--- src/rtl/trainled2_tx.sv ---
// -----------------------------------------------------------------------------
// trainled2_tx
//   Transmitter for the TrainLED2 one-wire daisy chain. Node words arrive on a
//   valid/ready handshake. Each word is sent MSB first, and every bit is a
//   pulse-width-coded period of BIT_CYCLES clocks: high for T1H clocks for a
//   '1' and for T0H clocks for a '0', then low. Consecutive words of a frame
//   follow each other with no gap. A frame ends with LATCH_CYCLES of low line
//   so that every node in the chain updates its LED outputs.
//
// Ports
//   clk         system clock
//   rst         synchronous reset, active-high
//   word_data   node word {led1, led2, led3}, MSB sent first
//   word_valid  word_data / word_last are valid
//   word_last   current word is the final node word of the frame
//   word_ready  a word is taken this cycle when word_valid is also high
//   dout        serial line to the first node's din (driven from a flop)
//   busy        frame in progress (state other than IDLE)
//   frame_done  one-cycle pulse in the last cycle of the latch gap
//   underrun    one-cycle pulse when no word is offered at a word boundary
// -----------------------------------------------------------------------------
module trainled2_tx #(
    parameter int DATA_W       = 24,
    parameter int BIT_CYCLES   = 24,
    parameter int T0H          = 6,
    parameter int T1H          = 16,
    parameter int LATCH_CYCLES = 500
) (
    input  logic              clk,
    input  logic              rst,
    input  logic [DATA_W-1:0] word_data,
    input  logic              word_valid,
    input  logic              word_last,
    output logic              word_ready,
    output logic              dout,
    output logic              busy,
    output logic              frame_done,
    output logic              underrun
);

    localparam int CNT_MAX = (BIT_CYCLES > LATCH_CYCLES) ? BIT_CYCLES : LATCH_CYCLES;
    localparam int CNT_W   = $clog2(CNT_MAX);
    localparam int IDX_W   = (DATA_W > 1) ? $clog2(DATA_W) : 1;

    localparam logic [CNT_W-1:0] BIT_LAST   = CNT_W'(BIT_CYCLES - 1);
    localparam logic [CNT_W-1:0] LATCH_LAST = CNT_W'(LATCH_CYCLES - 1);
    localparam logic [CNT_W-1:0] LATCH_PRE  = CNT_W'(LATCH_CYCLES - 2);
    localparam logic [CNT_W-1:0] T0H_C      = CNT_W'(T0H);
    localparam logic [CNT_W-1:0] T1H_C      = CNT_W'(T1H);
    localparam logic [IDX_W-1:0] IDX_MSB    = IDX_W'(DATA_W - 1);

    typedef enum logic [1:0] {
        S_IDLE,
        S_BIT,
        S_LATCH
    } state_t;

    state_t              state;
    logic [DATA_W-1:0]   shift_q;   // current bit is always shift_q[DATA_W-1]
    logic                last_q;
    logic [IDX_W-1:0]    bit_idx;
    logic [CNT_W-1:0]    cnt;

    logic                at_boundary;
    logic [CNT_W-1:0]    cnt_inc;
    logic [CNT_W-1:0]    th_cur;

    assign at_boundary = (state == S_BIT) && (bit_idx == '0) && (cnt == BIT_LAST);
    assign cnt_inc     = cnt + 1'b1;
    assign th_cur      = shift_q[DATA_W-1] ? T1H_C : T0H_C;

    // NOTE: word_ready and underrun are decoded from registered state (plus
    // word_valid) rather than registered themselves: the ready window is the
    // single boundary cycle, and the underrun decision is only known in that
    // same cycle, so a flop would report it one cycle late.
    assign word_ready = !rst && ((state == S_IDLE) || (at_boundary && !last_q));
    assign underrun   = !rst && at_boundary && !last_q && !word_valid;
    assign busy       = (state != S_IDLE);

    // dout is computed for the cycle that follows each edge, so the line is
    // a plain flop output with the pulse aligned to cnt of that cycle.
    // NOTE: all state here uses non-blocking assignments so every branch reads
    // the pre-edge values of cnt, bit_idx and shift_q.
    always_ff @(posedge clk) begin
        if (rst) begin
            state      <= S_IDLE;
            shift_q    <= '0;
            last_q     <= 1'b0;
            bit_idx    <= '0;
            cnt        <= '0;
            dout       <= 1'b0;
            frame_done <= 1'b0;
        end else begin
            frame_done <= 1'b0;
            case (state)
                S_IDLE: begin
                    dout <= 1'b0;
                    if (word_valid) begin
                        shift_q <= word_data;
                        last_q  <= word_last;
                        bit_idx <= IDX_MSB;
                        cnt     <= '0;
                        dout    <= 1'b1;   // T0H > 0, so every bit starts high
                        state   <= S_BIT;
                    end
                end

                S_BIT: begin
                    if (cnt != BIT_LAST) begin
                        cnt  <= cnt_inc;
                        dout <= (cnt_inc < th_cur);
                    end else if (bit_idx != '0) begin
                        bit_idx <= bit_idx - 1'b1;
                        shift_q <= shift_q << 1;
                        cnt     <= '0;
                        dout    <= 1'b1;
                    end else if (!last_q && word_valid) begin
                        // Next word follows seamlessly with its MSB.
                        shift_q <= word_data;
                        last_q  <= word_last;
                        bit_idx <= IDX_MSB;
                        cnt     <= '0;
                        dout    <= 1'b1;
                    end else begin
                        // Either the frame ended normally or the source ran
                        // dry; in both cases the sent nodes must latch.
                        cnt   <= '0;
                        dout  <= 1'b0;
                        state <= S_LATCH;
                    end
                end

                S_LATCH: begin
                    dout <= 1'b0;
                    if (cnt == LATCH_LAST) begin
                        cnt   <= '0;
                        state <= S_IDLE;
                    end else begin
                        cnt        <= cnt_inc;
                        frame_done <= (cnt == LATCH_PRE);
                    end
                end

                default: begin
                    dout  <= 1'b0;
                    cnt   <= '0;
                    state <= S_IDLE;
                end
            endcase
        end
    end

endmodule

--- config.mk ---
export PLATFORM = sky130hd
export DESIGN_NAME = trainled2_tx
export DESIGN_NICKNAME = d
export VERILOG_FILES = /design/src/rtl/trainled2_tx.sv
export SDC_FILE = /design/constraint.sdc
export NUM_CORES = 1
export LEC_CHECK = 0
export ABC_AREA = 1
export CAP_MARGIN = 20
export CORE_AREA = 4 4 74 128
export CTS_BUF_LIST = sky130_fd_sc_hd__clkbuf_8
export CTS_CLUSTER_DIAMETER = 80
export DETAILED_ROUTE_END_ITERATION = 6
export DIE_AREA = 0 0 78 132
export SLEW_MARGIN = 10
export SYNTH_ARGS = -nofsm -noshare
export SYNTH_HDL_FRONTEND = slang
export SYNTH_SLANG_ARGS = --single-unit
--- constraint.sdc ---
create_clock -name clk -period 2.5 [get_ports clk]
set_clock_uncertainty 0.05 [all_clocks]
set_input_delay 0.5 -clock clk [delete_from_list [all_inputs] [get_ports clk]]
set_output_delay 0.5 -clock clk [all_outputs]
set_load 0.005 [all_outputs]
# == Yosys cells after proc, flatten, opt, wreduce, memory -nomap -nowiden ==
# Index checks and enable logic that the tools add are counted.
# totals
reg_bits,43
input_bits,28
out_inout_bits,5
elab_cells,76
# classes
n_addsub,2
magnitude_cmp,1
eq_ne,13
n_mux,31
bitwise,1
reduce_logical,21
# ops
op,n
two-way mux 24 bit,4
case mux 24 bit (2 select lines),1
two-way mux 9 bit,3
case mux 9 bit (3 select lines),1
two-way mux 5 bit,5
"equality test 9 bit, second input constant",2
two-way mux 2 bit,5
"inequality test 2 bit, second input constant",5
case mux 5 bit (2 select lines),1
AND reduction 5 bit,2
"adder 9 x 1 -> 9 bit, second input constant",1
"equality test 9 x 5 -> 1 bit, second input constant",1
less-than comparator 9 x 5 -> 1 bit,1
"inequality test 9 x 5 -> 1 bit, second input constant",1
logical AND 1 bit,8
two-way mux 1 bit,8
case mux 2 bit (3 select lines),1
zero test 5 bit,1
nonzero test 5 bit,1
"subtractor 5 x 1 -> 5 bit, second input constant",1
case mux 1 bit (2 select lines),2
AND reduction 4 bit,1
nonzero test 2 bit,2
zero test 1 bit,3
other kinds (8),8

# == Depth between registers and ports, before layout ==
# Gate-level depths: netlist of run 1.
# depth
word_depth,6
depth_mapped,12
ltp_nobuf,12

# == Worst setup path after synthesis of run 1 ==
# OpenSTA, ideal clock, no wires.
# synth_timing
kind,reg2out
from,reg state[1]
to,out underrun
arrival_time_ns,1.295
required_ns,1.950
path_slack_ns,0.655
stages_incl_launch_ff,9
n_path_buf,2
cell_sequence,dfxtp_1 > inv_1 > ha_1 > buf_2 > buf_2 > inv_1 > nor3_1 > nand3_1 > nor2_1
# synth_via
elab_chain_cells,6
# synth_rtl
element,line_no,rtl
"start, declared",58,state_t state;
"start signal, assigned",86,state <= S_IDLE;
"start signal, assigned",104,state <= S_BIT;
"start signal, assigned",129,state <= S_LATCH;
equality test 2 x 1 -> 1 bit,68,assign at_boundary = (state == S_BIT) && (bit_idx == '0) && (cnt == BIT_LAST);
logical AND 1 bit (2 in a row),68,
logical AND 1 bit (3 in a row),77,assign underrun = !rst && at_boundary && !last_q && !word_valid;
"end, declared",38,output logic underrun
# Every way passes these cells.

# == Worst setup path after layout of run 1 ==
# layout_timing
from,reg cnt[1]
to,out underrun
# layout_via
elab_chain_cells,5
# layout_rtl
element,line_no,rtl
"start, declared",62,logic [CNT_W-1:0] cnt;
"start signal, assigned",110,cnt <= cnt_inc;
"start signal, assigned",139,cnt <= cnt_inc;
equality test 9 x 5 -> 1 bit,68,
logical AND 1 bit,68,
logical AND 1 bit (3 in a row),77,
# Every way passes these cells.

==> results.md, run 1 <==
* Status: finished clean
* Worst slew pin tran at 0.505 ns
* Largest net degree at the start of global routing at 40
* Max Fanout on Critical Path at 6
* Tcrit/Tclk final at 97.5%
* Netlist cell types at 33
* # DRC at 0
* CP startpoint: cnt[1]
* Initial antenna violation count at 0
* Clock-pin transition on the worst setup and hold timing paths at 0.09 ns
* Fin cells at 534
* Period minus WS final at 2.44 ns
* Core ar. at 8500 µm²
* Critical path capture point type: output pin
* Cell area after layout at 3100 µm²
* WP data required at 1.95 ns
* Ports at 33
* Average wire per standard cell at 11.8 µm
* Worst-Skew Late Latency at 0.30 ns
* Ys flop type: dfxtp_1
* Hold-fix buffers, CTS at 0
* R2R depth at 11
* DIE AREA at 10300 µm²
* Routed vias at 2499
* Flops & latches, synth at 43
* Die span in x at 78 µm
* Core Rows at 45
* Post-Syn Area at 2570 µm²
* Htree depth at 2
* CTS root buf: clkbuf_8
* Capturing point of the worst reg2reg path: shift_q[2]
* Sequential share of the synthesized area at 33.4%
* Final Max Slew Viols at 0
* 1st-iter DRT viols at 117
* Final antenna-violating net count at 0
* Crit path DAT at 1.89 ns
* Async SR Flop Fraction at 0%
* Worst hold path type: register to register
* Post-Syn Area per Cell at 6.65 µm²
* PD cells at 1070 nW/µm²
* Grt ovf at 0
* Kind of critical path: register to output pin
* Total clock sinks at 43
* CP endpoint: underrun
* Leak at 0.00131 µW
* Fmax achieved at 410 MHz
* Syn_nets at 425
* GR Util All Layers at 12.7%
* Layout cells sized above 1 at 13.9%
* RR Startpoint: state[1]
* Die span in y at 132 µm
* Post-Route Utilization at 36.4%
* Vias per inst at 4.68
* R2R setup slack at 0.35 ns
* Syn-to-layout area delta at 20.3%
* Setup-failing EPs final at 0
* Dpl cells at 525
* Initial Util at 30.3%
* GP Congestion at 0.880
* First-pass GRT wire length at 10600 µm
* Nets at 454
* Post-Route WL at 6320 µm
* # diodes at 0
* Vias in the first global route at 2334
* RSZ-0062 raised after global routing: false
* Setup TNS at 0 ns
* Clock buffer depth at 2
* Synthesis Warnings at 0
* DRT Pass-1 Iters at 4
* Post-Syn Instances at 387
* Final Hold Fails at 0
* TritonCTS Buffers at 5
* TritonCTS clock tree: yes
* Maximum ir drop on the vdd rail at 514 µV
* Dpl cell area at 2980 µm²
* Startpoint Class: register
* Max-cap violations at 0
* IO Port Bufs at 32
* Hpwl dp at 4510 µm
* EDFF count, synth at 0
* Max-slew headroom at 66.3%
## cell usage after synthesis (5+ instances only)
cell,count,area (µm²)
a21oi_1,28,140
inv_2,5,18.8
o21ai_0,6,30.0
inv_1,25,93.8
buf_2,7,35.0
nand4_1,11,68.8
nor2_1,20,75.1
clkbuf_1,6,22.5
nand2_1,141,529
nand2_2,11,68.8
dfxtp_1,43,861
a21oi_2,9,78.8
nand3_1,40,200
ha_1,10,125
## cells in the final DEF, fill, tap and decap left out, types with 3 or more instances in the layout
cell             netlist  layout
nand2_2               11      11
nor2_1                20      19
buf_4                  1       9
a21oi_2                9       9
dfxtp_1               43      41
nand4_1               11      11
ha_1                  10       7
inv_2                  5       6
nand2_1              141     141
a21oi_1               28      28
ha_2                   0       3
nand3_1               40      40
clkbuf_8               0       5
inv_1                 25      25
o21ai_0                6       6
clkdlybuf4s50_1        0      31
nand3b_1               3       3
## report_power, final
group          internal, µW  switching (µW)
clock network           192             252
registers               895             126
logic                   631            1230
total                  1720            1610
## registers in the layout, indices dropped and copies added (netlist names)
register    count
bit_idx         5
shift_q        24
state           2
cnt             9
dout            1
frame_done      1
last_q          1
## repair_timing
item / in CTS / in global routing
pin swaps: 0 / 1
gates cloned: 0 / 0
buffers inserted: 0 / 1
resized for setup: 3 / 6
endpoints found under the setup margin: 2 / 2
## logic make-up after synthesis
family	after synthesis	share of synthesized area, %
DFF	43	33.4
and+or+nand+nor	237	41.5
AOI/OAI and AO/OA	45	10.4
buffers and inverters	50	9.14
adders and majority gates	10	4.86
xor gates and xnor gates	2	0.681
## final cells by class
| cell class | count | area (µm²) |
|---|---|---|
| multi-input cells | 294 | 1490 |
| repair buffers | 41 | 390 |
| inverters | 31 | 118 |
| fillers | 924 | 5410 |
| flip-flops and latches | 43 | 863 |
| clock inverters | 3 | 16.3 |
| well taps | 117 | 146 |
| clock buffers | 5 | 68.8 |
## per-layer routing
layer  routed length, µm  track usage (%)  part of all wire, %  up-vias
met5                   0                0                    0        -
met4                 200             6.61                  3.2        0
met3                 181             2.33                  2.9       15
met2                3290             22.4                   52       44
met1                2650             14.2                   42     1141
li1                    -                -                    -     1299
## critical path: stages (launching register included)
cell and delay [ns]:
dfxtp_2 0.38, ha_2 0.21, nand4_1 0.12, nor2_2 0.17, nand3_1 0.11, nor2_1 0.09
clkdlybuf4s50_1 0.50
## metrics by stage
step / total power [µW] / setup WS [ns] / hold slack (ns)
detailed placement: 2920 / 0.0428 / 0.405
CTS: 3370 / 0.000839 / 0.418
global placement: 2880 / 0.0474 / 0.403
finish: 3330 / 0.0629 / 0.418
floorplan: 2530 / 0.655 / 0.394
global route: 3660 / 0.00134 / 0.438
## worst min path at each step
stage | from | depth (start not counted) | end
after floorplan | shift_q[10] | 2 | shift_q[10]
after global placement | shift_q[17] | 2 | shift_q[17]
after detailed placement | shift_q[15] | 2 | shift_q[15]
after CTS | shift_q[15] | 2 | shift_q[15]
after global routing | shift_q[12] | 2 | shift_q[12]
final | shift_q[10] | 2 | shift_q[10]
No activity file was read; power rests on OpenSTA's default activity.
==> run 2: changes to the inputs <==
--- a/config.mk
+++ b/config.mk
@@ -12,7 +12,6 @@
 export CTS_CLUSTER_DIAMETER = 80
 export DETAILED_ROUTE_END_ITERATION = 6
 export DIE_AREA = 0 0 78 132
-export SLEW_MARGIN = 10
 export SYNTH_ARGS = -nofsm -noshare
 export SYNTH_HDL_FRONTEND = slang
 export SYNTH_SLANG_ARGS = --single-unit
==> results of run 2 <==
Final layout, timing and power as in run 1 (identical DEF).
